===== src/rtl/trade_pkg.sv =====
// Shared types and sizing helpers for the trade signal engine.
package trade_pkg;

  typedef enum logic [2:0] {
    FLAT      = 3'd0,
    ARM_BUY   = 3'd1,
    ARM_SELL  = 3'd2,
    HOLD_BUY  = 3'd3,
    HOLD_SELL = 3'd4
  } trade_state_e;

  localparam int TRADE_CNT_W = 16;

  // Width of the confirmation counter, which must be able to hold CONFIRM.
  function automatic int confirm_cnt_w(input int confirm);
    return $clog2(confirm + 1);
  endfunction

endpackage


===== src/rtl/trade_cmp.sv =====
// Combinational price/threshold comparator with hysteresis band, no wrap-around.
module trade_cmp #(
  parameter int PRICE_W = 8,
  parameter int HYST_W  = 4
) (
  input  logic [PRICE_W-1:0] price,
  input  logic [PRICE_W-1:0] threshold,
  input  logic [HYST_W-1:0]  hyst,
  output logic               buy_cond,
  output logic               sell_cond,
  output logic               exit_buy,
  output logic               exit_sell
);

  // One extra bit keeps price+hyst and threshold+hyst from wrapping.
  logic [PRICE_W:0] price_ext;
  logic [PRICE_W:0] thr_ext;
  logic [PRICE_W:0] hyst_ext;

  assign price_ext = {1'b0, price};
  assign thr_ext   = {1'b0, threshold};
  assign hyst_ext  = (PRICE_W + 1)'(hyst);

  assign buy_cond  = (price_ext + hyst_ext) < thr_ext;
  assign sell_cond = price_ext > (thr_ext + hyst_ext);
  assign exit_buy  = price >= threshold;
  assign exit_sell = price <= threshold;

endmodule


===== src/rtl/trade_signal_engine.sv =====
// Confirmed BUY/SELL position FSM with hysteresis hold, trade pulse and counter.
// Optional post-exit cooldown lockout enabled by defining TRADE_COOLDOWN_EN.
module trade_signal_engine
  import trade_pkg::*;
#(
  parameter int PRICE_W      = 8,
  parameter int HYST_W       = 4,
  parameter int CONFIRM      = 4,
  parameter int COOLDOWN_CYC = 8
) (
  input  logic                   clk,
  input  logic                   rst,
  input  logic                   sample_valid,
  input  logic [PRICE_W-1:0]     price_in,
  input  logic [PRICE_W-1:0]     threshold,
  input  logic [HYST_W-1:0]      hyst,
  output logic                   buy_led,
  output logic                   sell_led,
  output logic [2:0]             state_o,
  output logic                   trade_pulse,
  output logic [TRADE_CNT_W-1:0] trade_count
);

  localparam int CNT_W = confirm_cnt_w(CONFIRM);

  if (CONFIRM < 1 || CONFIRM > 255) begin : g_bad_confirm
    $error("trade_signal_engine: CONFIRM must be within 1..255");
  end
  if (COOLDOWN_CYC < 0) begin : g_bad_cooldown
    $error("trade_signal_engine: COOLDOWN_CYC must be non-negative");
  end

  trade_state_e     state_q, state_d;
  logic [CNT_W-1:0] cnt_q, cnt_d;
  logic             buy_cond, sell_cond, exit_buy, exit_sell;
  logic             enter_hold;
  logic             cool_busy;
  logic             leave_hold;

  trade_cmp #(
    .PRICE_W (PRICE_W),
    .HYST_W  (HYST_W)
  ) u_cmp (
    .price     (price_in),
    .threshold (threshold),
    .hyst      (hyst),
    .buy_cond  (buy_cond),
    .sell_cond (sell_cond),
    .exit_buy  (exit_buy),
    .exit_sell (exit_sell)
  );

  // NOTE: every signal driven here gets a default first, so no path can infer a latch.
  always_comb begin
    state_d = state_q;
    cnt_d   = cnt_q;
    if (sample_valid) begin
      unique case (state_q)
        FLAT: begin
          if (buy_cond) begin
            state_d = (CONFIRM == 1) ? HOLD_BUY : ARM_BUY;
            cnt_d   = (CONFIRM == 1) ? '0 : CNT_W'(1);
          end else if (sell_cond) begin
            state_d = (CONFIRM == 1) ? HOLD_SELL : ARM_SELL;
            cnt_d   = (CONFIRM == 1) ? '0 : CNT_W'(1);
          end
        end
        ARM_BUY, ARM_SELL: begin
          if ((state_q == ARM_BUY) ? buy_cond : sell_cond) begin
            if (int'(cnt_q) + 1 == CONFIRM) begin
              state_d = (state_q == ARM_BUY) ? HOLD_BUY : HOLD_SELL;
              cnt_d   = '0;
            end else begin
              cnt_d = cnt_q + CNT_W'(1);
            end
          end else if ((state_q == ARM_BUY) ? sell_cond : buy_cond) begin
            state_d = (state_q == ARM_BUY) ? ARM_SELL : ARM_BUY;
            cnt_d   = CNT_W'(1);
          end else begin
            state_d = FLAT;
            cnt_d   = '0;
          end
        end
        HOLD_BUY: begin
          if (exit_buy) begin
            state_d = !sell_cond ? FLAT : (CONFIRM == 1) ? HOLD_SELL : ARM_SELL;
            cnt_d   = (sell_cond && CONFIRM != 1) ? CNT_W'(1) : '0;
          end
        end
        HOLD_SELL: begin
          if (exit_sell) begin
            state_d = !buy_cond ? FLAT : (CONFIRM == 1) ? HOLD_BUY : ARM_BUY;
            cnt_d   = (buy_cond && CONFIRM != 1) ? CNT_W'(1) : '0;
          end
        end
        default: begin
          state_d = FLAT;
          cnt_d   = '0;
        end
      endcase
    end
    // Any exit from a position, including a direct reversal, lands in FLAT while cooling down.
    if (cool_busy || leave_hold) begin
      state_d = FLAT;
      cnt_d   = '0;
    end
  end

`ifdef TRADE_COOLDOWN_EN
  localparam int COOL_W = (COOLDOWN_CYC < 1) ? 1 : $clog2(COOLDOWN_CYC + 1);

  logic [COOL_W-1:0] cool_q;
  trade_state_e      raw_next;

  // Where the FSM would go with no lockout; used only to detect a position exit.
  always_comb begin
    raw_next = state_q;
    if (sample_valid && ((state_q == HOLD_BUY && exit_buy) ||
                         (state_q == HOLD_SELL && exit_sell))) begin
      raw_next = FLAT;
    end
  end

  assign cool_busy  = (cool_q != '0);
  assign leave_hold = (raw_next != state_q);

  always_ff @(posedge clk) begin
    if (rst) begin
      cool_q <= '0;
    end else if (leave_hold) begin
      cool_q <= COOL_W'(COOLDOWN_CYC);
    end else if (cool_busy) begin
      cool_q <= cool_q - COOL_W'(1);
    end
  end
`else
  assign cool_busy  = 1'b0;
  assign leave_hold = 1'b0;
`endif

  assign enter_hold = ((state_d == HOLD_BUY) && (state_q != HOLD_BUY)) ||
                      ((state_d == HOLD_SELL) && (state_q != HOLD_SELL));

  // NOTE: sequential state uses non-blocking assignments so every flop samples pre-edge values.
  always_ff @(posedge clk) begin
    if (rst) begin
      state_q     <= FLAT;
      cnt_q       <= '0;
      buy_led     <= 1'b0;
      sell_led    <= 1'b0;
      trade_pulse <= 1'b0;
      trade_count <= '0;
    end else begin
      state_q     <= state_d;
      cnt_q       <= cnt_d;
      buy_led     <= (state_d == HOLD_BUY);
      sell_led    <= (state_d == HOLD_SELL);
      trade_pulse <= enter_hold;
      if (enter_hold && trade_count != '1) begin
        trade_count <= trade_count + TRADE_CNT_W'(1);
      end
    end
  end

  assign state_o = state_q;

endmodule


===== config.mk =====
export PLATFORM = sky130hd
export DESIGN_NAME = trade_signal_engine
export DESIGN_NICKNAME = d
export VERILOG_FILES = /design/src/rtl/trade_pkg.sv /design/src/rtl/trade_cmp.sv /design/src/rtl/trade_signal_engine.sv
export SDC_FILE = /design/constraint.sdc
export NUM_CORES = 1
export LEC_CHECK = 0
export BUFFER_PORTS_ARGS = -buffer_cell sky130_fd_sc_hd__buf_2
export CORE_ASPECT_RATIO = 1.1
export CORE_MARGIN = 2
export CORE_UTILIZATION = 56
export CTS_CLUSTER_SIZE = 40
export DETAILED_ROUTE_END_ITERATION = 16
export PLACE_DENSITY = 0.81
export SLEW_MARGIN = 20
export SYNTH_ARGS = -nofsm -noshare
export SYNTH_HDL_FRONTEND = slang
export SYNTH_SLANG_ARGS = --single-unit

===== constraint.sdc =====
create_clock -name clk -period 4.6 [get_ports clk]
set_input_delay 0.46 -clock clk [delete_from_list [all_inputs] [get_ports clk]]
set_output_delay 0.46 -clock clk [all_outputs]
set_load 0.03 [all_outputs]

==> summary.md <==
## Routing
- 69 — DR iter-0 viols
- 4 — number of detailed-route iterations in the first pass
- 0 — DRC
- 5.89 — vias per cell
- 2214 — number of vias after detailed routing
- 5.28 mm — DRT Wirelength
- 14.0 um — detail-routed net length per standard cell
- 0 — Post-DRT Antenna Nets

## Timing
- false — RSZ-0062 raised after global routing
- 58.1% — max_slew headroom
- 0.454 ns — final critical-path setup slack
- 0 — endpoints failing hold
- 4.15 ns — min Tclk post-route
- 0 ns — Fin Setup TNS
- 0.0106 ns — clk_skew
- 90.1% — post-route fraction of the period consumed by the critical path
- 0 — final max-slew violation count
- 241 MHz — maximum clock frequency
- 0.626 ns — Slew @ Worst Pin
- 0 — number of endpoints failing setup at the final stage

## Global route
- 22.7% — total track usage
- 26 — largest net degree at the start of global routing
- 8.65 mm — global-route wire length before repair
- 0 — remaining global-route overflow
- 2012 — number of global-route vias before repair
- 0 — number of antenna violations at the first check in global routing

## Yosys
- 24.4% — synthesized-area fraction occupied by ao, oa, aoi and oai cells
- 0% — fraction of registers with async set/reset
- 4.89% — Synth Area in XOR/XNOR
- 0.00233 mm^2 — netlist area before placement
- 25 — number of synthesized register bits
- 55 — distinct cell type count of the synthesized netlist
- 1.34% — proportion of synthesized area in mux cells
- 19.9% — area share of fa/ha/maj cells after synthesis
- 23.0% — simple-gate portion of the synthesized area
- 285 — gate count after technology mapping
- 8.17 um^2 — syn avg cell area
- sky130_fd_sc_hd__dfxtp_1 — Top FF cell, synth
- 343 — number of nets produced by synthesis
- 21.5% — sequential share of the synthesized area
- 0 — number of enable-type register cells in the synthesized netlist
- 0 — Synthesis Warnings
- compound AO/OA/AOI/OAI gates — largest family of logic cells by synthesized area

## Place
- 44 — number of buffers inserted by port buffering
- 0.164 ns — post-placement worst setup slack
- 4.23 mm — DP HPWL
- 0.883 — routability congestion estimate from global placement

## Worst setup path
- 2 — worst path bufs/invs
- 4.81 ns — CP Data Required Time
- threshold[0] — CP startpoint
- register — endpoint type of the worst setup path
- buf_2 -> ha_1 -> inv_1 -> fa_1 -> nand2b_1 -> a21oi_1 -> nand3_1 -> xnor2_1 -> ha_1 -> a2111oi_0 -> o221ai_1 -> nand2_1 -> a32oi_1 -> nand3_1 -> a41oi_2 -> or4_1 -> a21oi_1 — ordered list of cells on the worst path
- trade_count[14] — Critical Path Sink
- 9 — Worst Reg-to-Reg Cells
- compound AO/OA/AOI/OAI gates — Worst path top cell family by delay
- trade_count[3] — critical register-to-register path startpoint
- 17 — count of cell instances traversed by the critical path
- trade_count[1] — endpoint of the lowest-slack register-to-register path
- 2.05 ns — flop-to-flop setup slack
- primary input — critical path launch point type
- 0.55 ns — slowest cell delay on critical path
- in -> reg — critical path class
- sky130_fd_sc_hd__or4_1 — critical-path cell with the highest stage delay
- 14 — maximum fanout encountered on the critical timing path
- 4.35 ns — arrival time at the worst endpoint

## Clock tree
- 0 — number of buffers added to fix hold violations after cts
- built — TritonCTS clock tree
- 0 — setup repair bufs after CTS
- sky130_fd_sc_hd__clkbuf_8 — clock tree root driver cell
- 25 — clock sink total
- 3 — total clock buffers created by CTS
- 1 — CTS H-tree lvls
- 0.09 ns — clock slew seen by the registers of the worst setup and hold paths
- 0.27 ns — clock insertion delay at the later pin of the skew report
- 2 — deepest clock path buffer count
- 0 — number of cells upsized or downsized after cts

## Power and ir drop
- 0.384 mW — Power Internal
- 37.2% — switching fraction of total power
- 38.6% — part of the total power dissipated in sequential elements
- 234 mW/mm^2 — power density over cell area
- 1.14 nW — total leakage power
- 21.4% — Clk pwr share
- 0.228 mW — power dissipated by switching net loads
- 39.9% — power share of the combinational group
- 0.000211 V — worst ir drop on vdd

## Floorplanning
- 71.6 um — DIE HEIGHT
- 24 — Cell Rows
- 0.00396 mm^2 — standard cell core area
- 65.5 um — width of the die
- 0.00469 mm^2 — die area
- 45 — number of primary I/O pins
- 58.7% — initial core utilization

## Final layout
- 12.5% — layout overhead on the synthesized area
- 383 — number of nets in the final layout
- 18.2% — layout cell share with drive strength beyond 1
- 353 — fillcell total
- 0 — number of diodes

## Job
- 0 — maximum capacitance violations

## Min path
- reg -> reg — Hold Crit Class

## Outcome
- complete, no violations — outcome

-- layout make-up --
class / instances / area [um^2] / share of cell area (%)
sequential: 25 / 500 / 19.1
clock inverter: 1 / 7.51 / 0.287
inverter: 20 / 75.1 / 2.87
multi-input combinational: 231 / 1710 / 65.3
tap: 52 / 65.1 / 2.48
clock buffer: 3 / 41.3 / 1.58
timing repair buffer: 44 / 220 / 8.41
-- power groups by stage --
stage	Sequential (mW)	Combinational, mW	Clock (mW)
after floorplan	0.249	0.177	0
after global placement	0.241	0.236	0
after detailed placement	0.241	0.243	0
after CTS	0.236	0.244	0.134
after global routing	0.238	0.272	0.148
final	0.236	0.245	0.131
-- kinds of logic after synthesis --
| logic type | after synthesis |
|---|---|
| xor+xnor | 13 |
| mux | 3 |
| simple gates | 98 |
| compound gates | 81 |
| flops | 25 |
| fa+ha+maj | 36 |
| buf+inv | 29 |
-- cells in the final DEF, fill, tap and decap left out, types with 3 or more instances in the layout --
cell / instances
sky130_fd_sc_hd__nand4_1: 9
sky130_fd_sc_hd__or4_1: 5
sky130_fd_sc_hd__nand2b_1: 7
sky130_fd_sc_hd__nand2_1: 19
sky130_fd_sc_hd__a21oi_1: 27
sky130_fd_sc_hd__clkbuf_8: 3
sky130_fd_sc_hd__xnor2_1: 8
sky130_fd_sc_hd__o211ai_1: 3
sky130_fd_sc_hd__o31ai_1: 5
sky130_fd_sc_hd__nand3_1: 5
sky130_fd_sc_hd__a211oi_1: 3
sky130_fd_sc_hd__a21o_1: 3
sky130_fd_sc_hd__nor2_1: 19
sky130_fd_sc_hd__a31oi_1: 3
sky130_fd_sc_hd__xor2_1: 5
sky130_fd_sc_hd__or3_1: 7
sky130_fd_sc_hd__dfxtp_1: 25
sky130_fd_sc_hd__o21ai_0: 15
sky130_fd_sc_hd__and3_1: 6
sky130_fd_sc_hd__buf_2: 44
sky130_fd_sc_hd__nor2b_1: 7
sky130_fd_sc_hd__inv_1: 20
sky130_fd_sc_hd__nor3b_1: 4
sky130_fd_sc_hd__ha_1: 33
-- cells in the mapped netlist (all sizes together), types with 3 or more instances --
| library cell | count | area share, % |
|---|---|---|
| a211oi | 4 | 1.5 |
| a21o | 3 | 0.97 |
| a21oi | 28 | 6.5 |
| a31oi | 5 | 1.9 |
| and3 | 6 | 1.6 |
| buf | 3 | 0.86 |
| clkbuf | 6 | 0.97 |
| dfxtp | 25 | 22 |
| ha | 33 | 18 |
| inv | 20 | 3.2 |
| nand2 | 19 | 3.1 |
| nand2b | 7 | 1.9 |
| nand3 | 5 | 1.1 |
| nand4 | 9 | 2.4 |
| nor2 | 19 | 3.1 |
| nor2b | 7 | 1.9 |
| nor3b | 4 | 1.3 |
| o211ai | 4 | 1.9 |
| o21a | 3 | 1.0 |
| o21ai | 15 | 3.2 |
| o31ai | 5 | 1.6 |
| or3 | 7 | 1.9 |
| or4 | 5 | 1.6 |
| xnor2 | 8 | 3.0 |
| xor2 | 5 | 1.9 |
-- how the worst min path moves through the flow --
stage / depth (start not counted) / slack, ns / start / to
5_1_grt: 1 / 0.51 / cnt_q[2] / cnt_q[2]
3_5_place_dp: 1 / 0.48 / cnt_q[2] / cnt_q[2]
2_1_floorplan: 1 / 0.46 / cnt_q[2] / cnt_q[2]
3_3_place_gp: 1 / 0.47 / cnt_q[2] / cnt_q[2]
6_report: 1 / 0.48 / cnt_q[2] / cnt_q[2]
4_1_cts: 1 / 0.49 / cnt_q[2] / cnt_q[2]
-- per-layer routing --
metal | global-route usage [%] | up-vias | wire [um]
met3 | 3.30 | 6 | 229
met4 | 6.94 | 0 | 78
met2 | 39.5 | 58 | 2540
li1 | - | 1139 | -
met5 | 0 | - | 0
met1 | 29.1 | 1011 | 2430
-- flip-flops by register name (all words and copies together) (netlist names) --
register and cells:
trade_count 16, buy_led 1, cnt_q 3, state_o 3, sell_led 1, trade_pulse 1
-- stage by stage --
stage	std cells	power (mW)	hold WS (ns)	util (%)	instance area [um^2]
2_1_floorplan	285	0.426	0.462	-	2330
3_3_place_gp	372	0.477	0.468	64.8	2570
3_5_place_dp	372	0.484	0.475	64.8	2570
4_1_cts	376	0.615	0.487	66.1	2620
5_1_grt	376	0.658	0.513	66.1	2620
6_report	376	0.612	0.485	66.1	2620
Note: power is estimated with default switching activity, not from simulation.
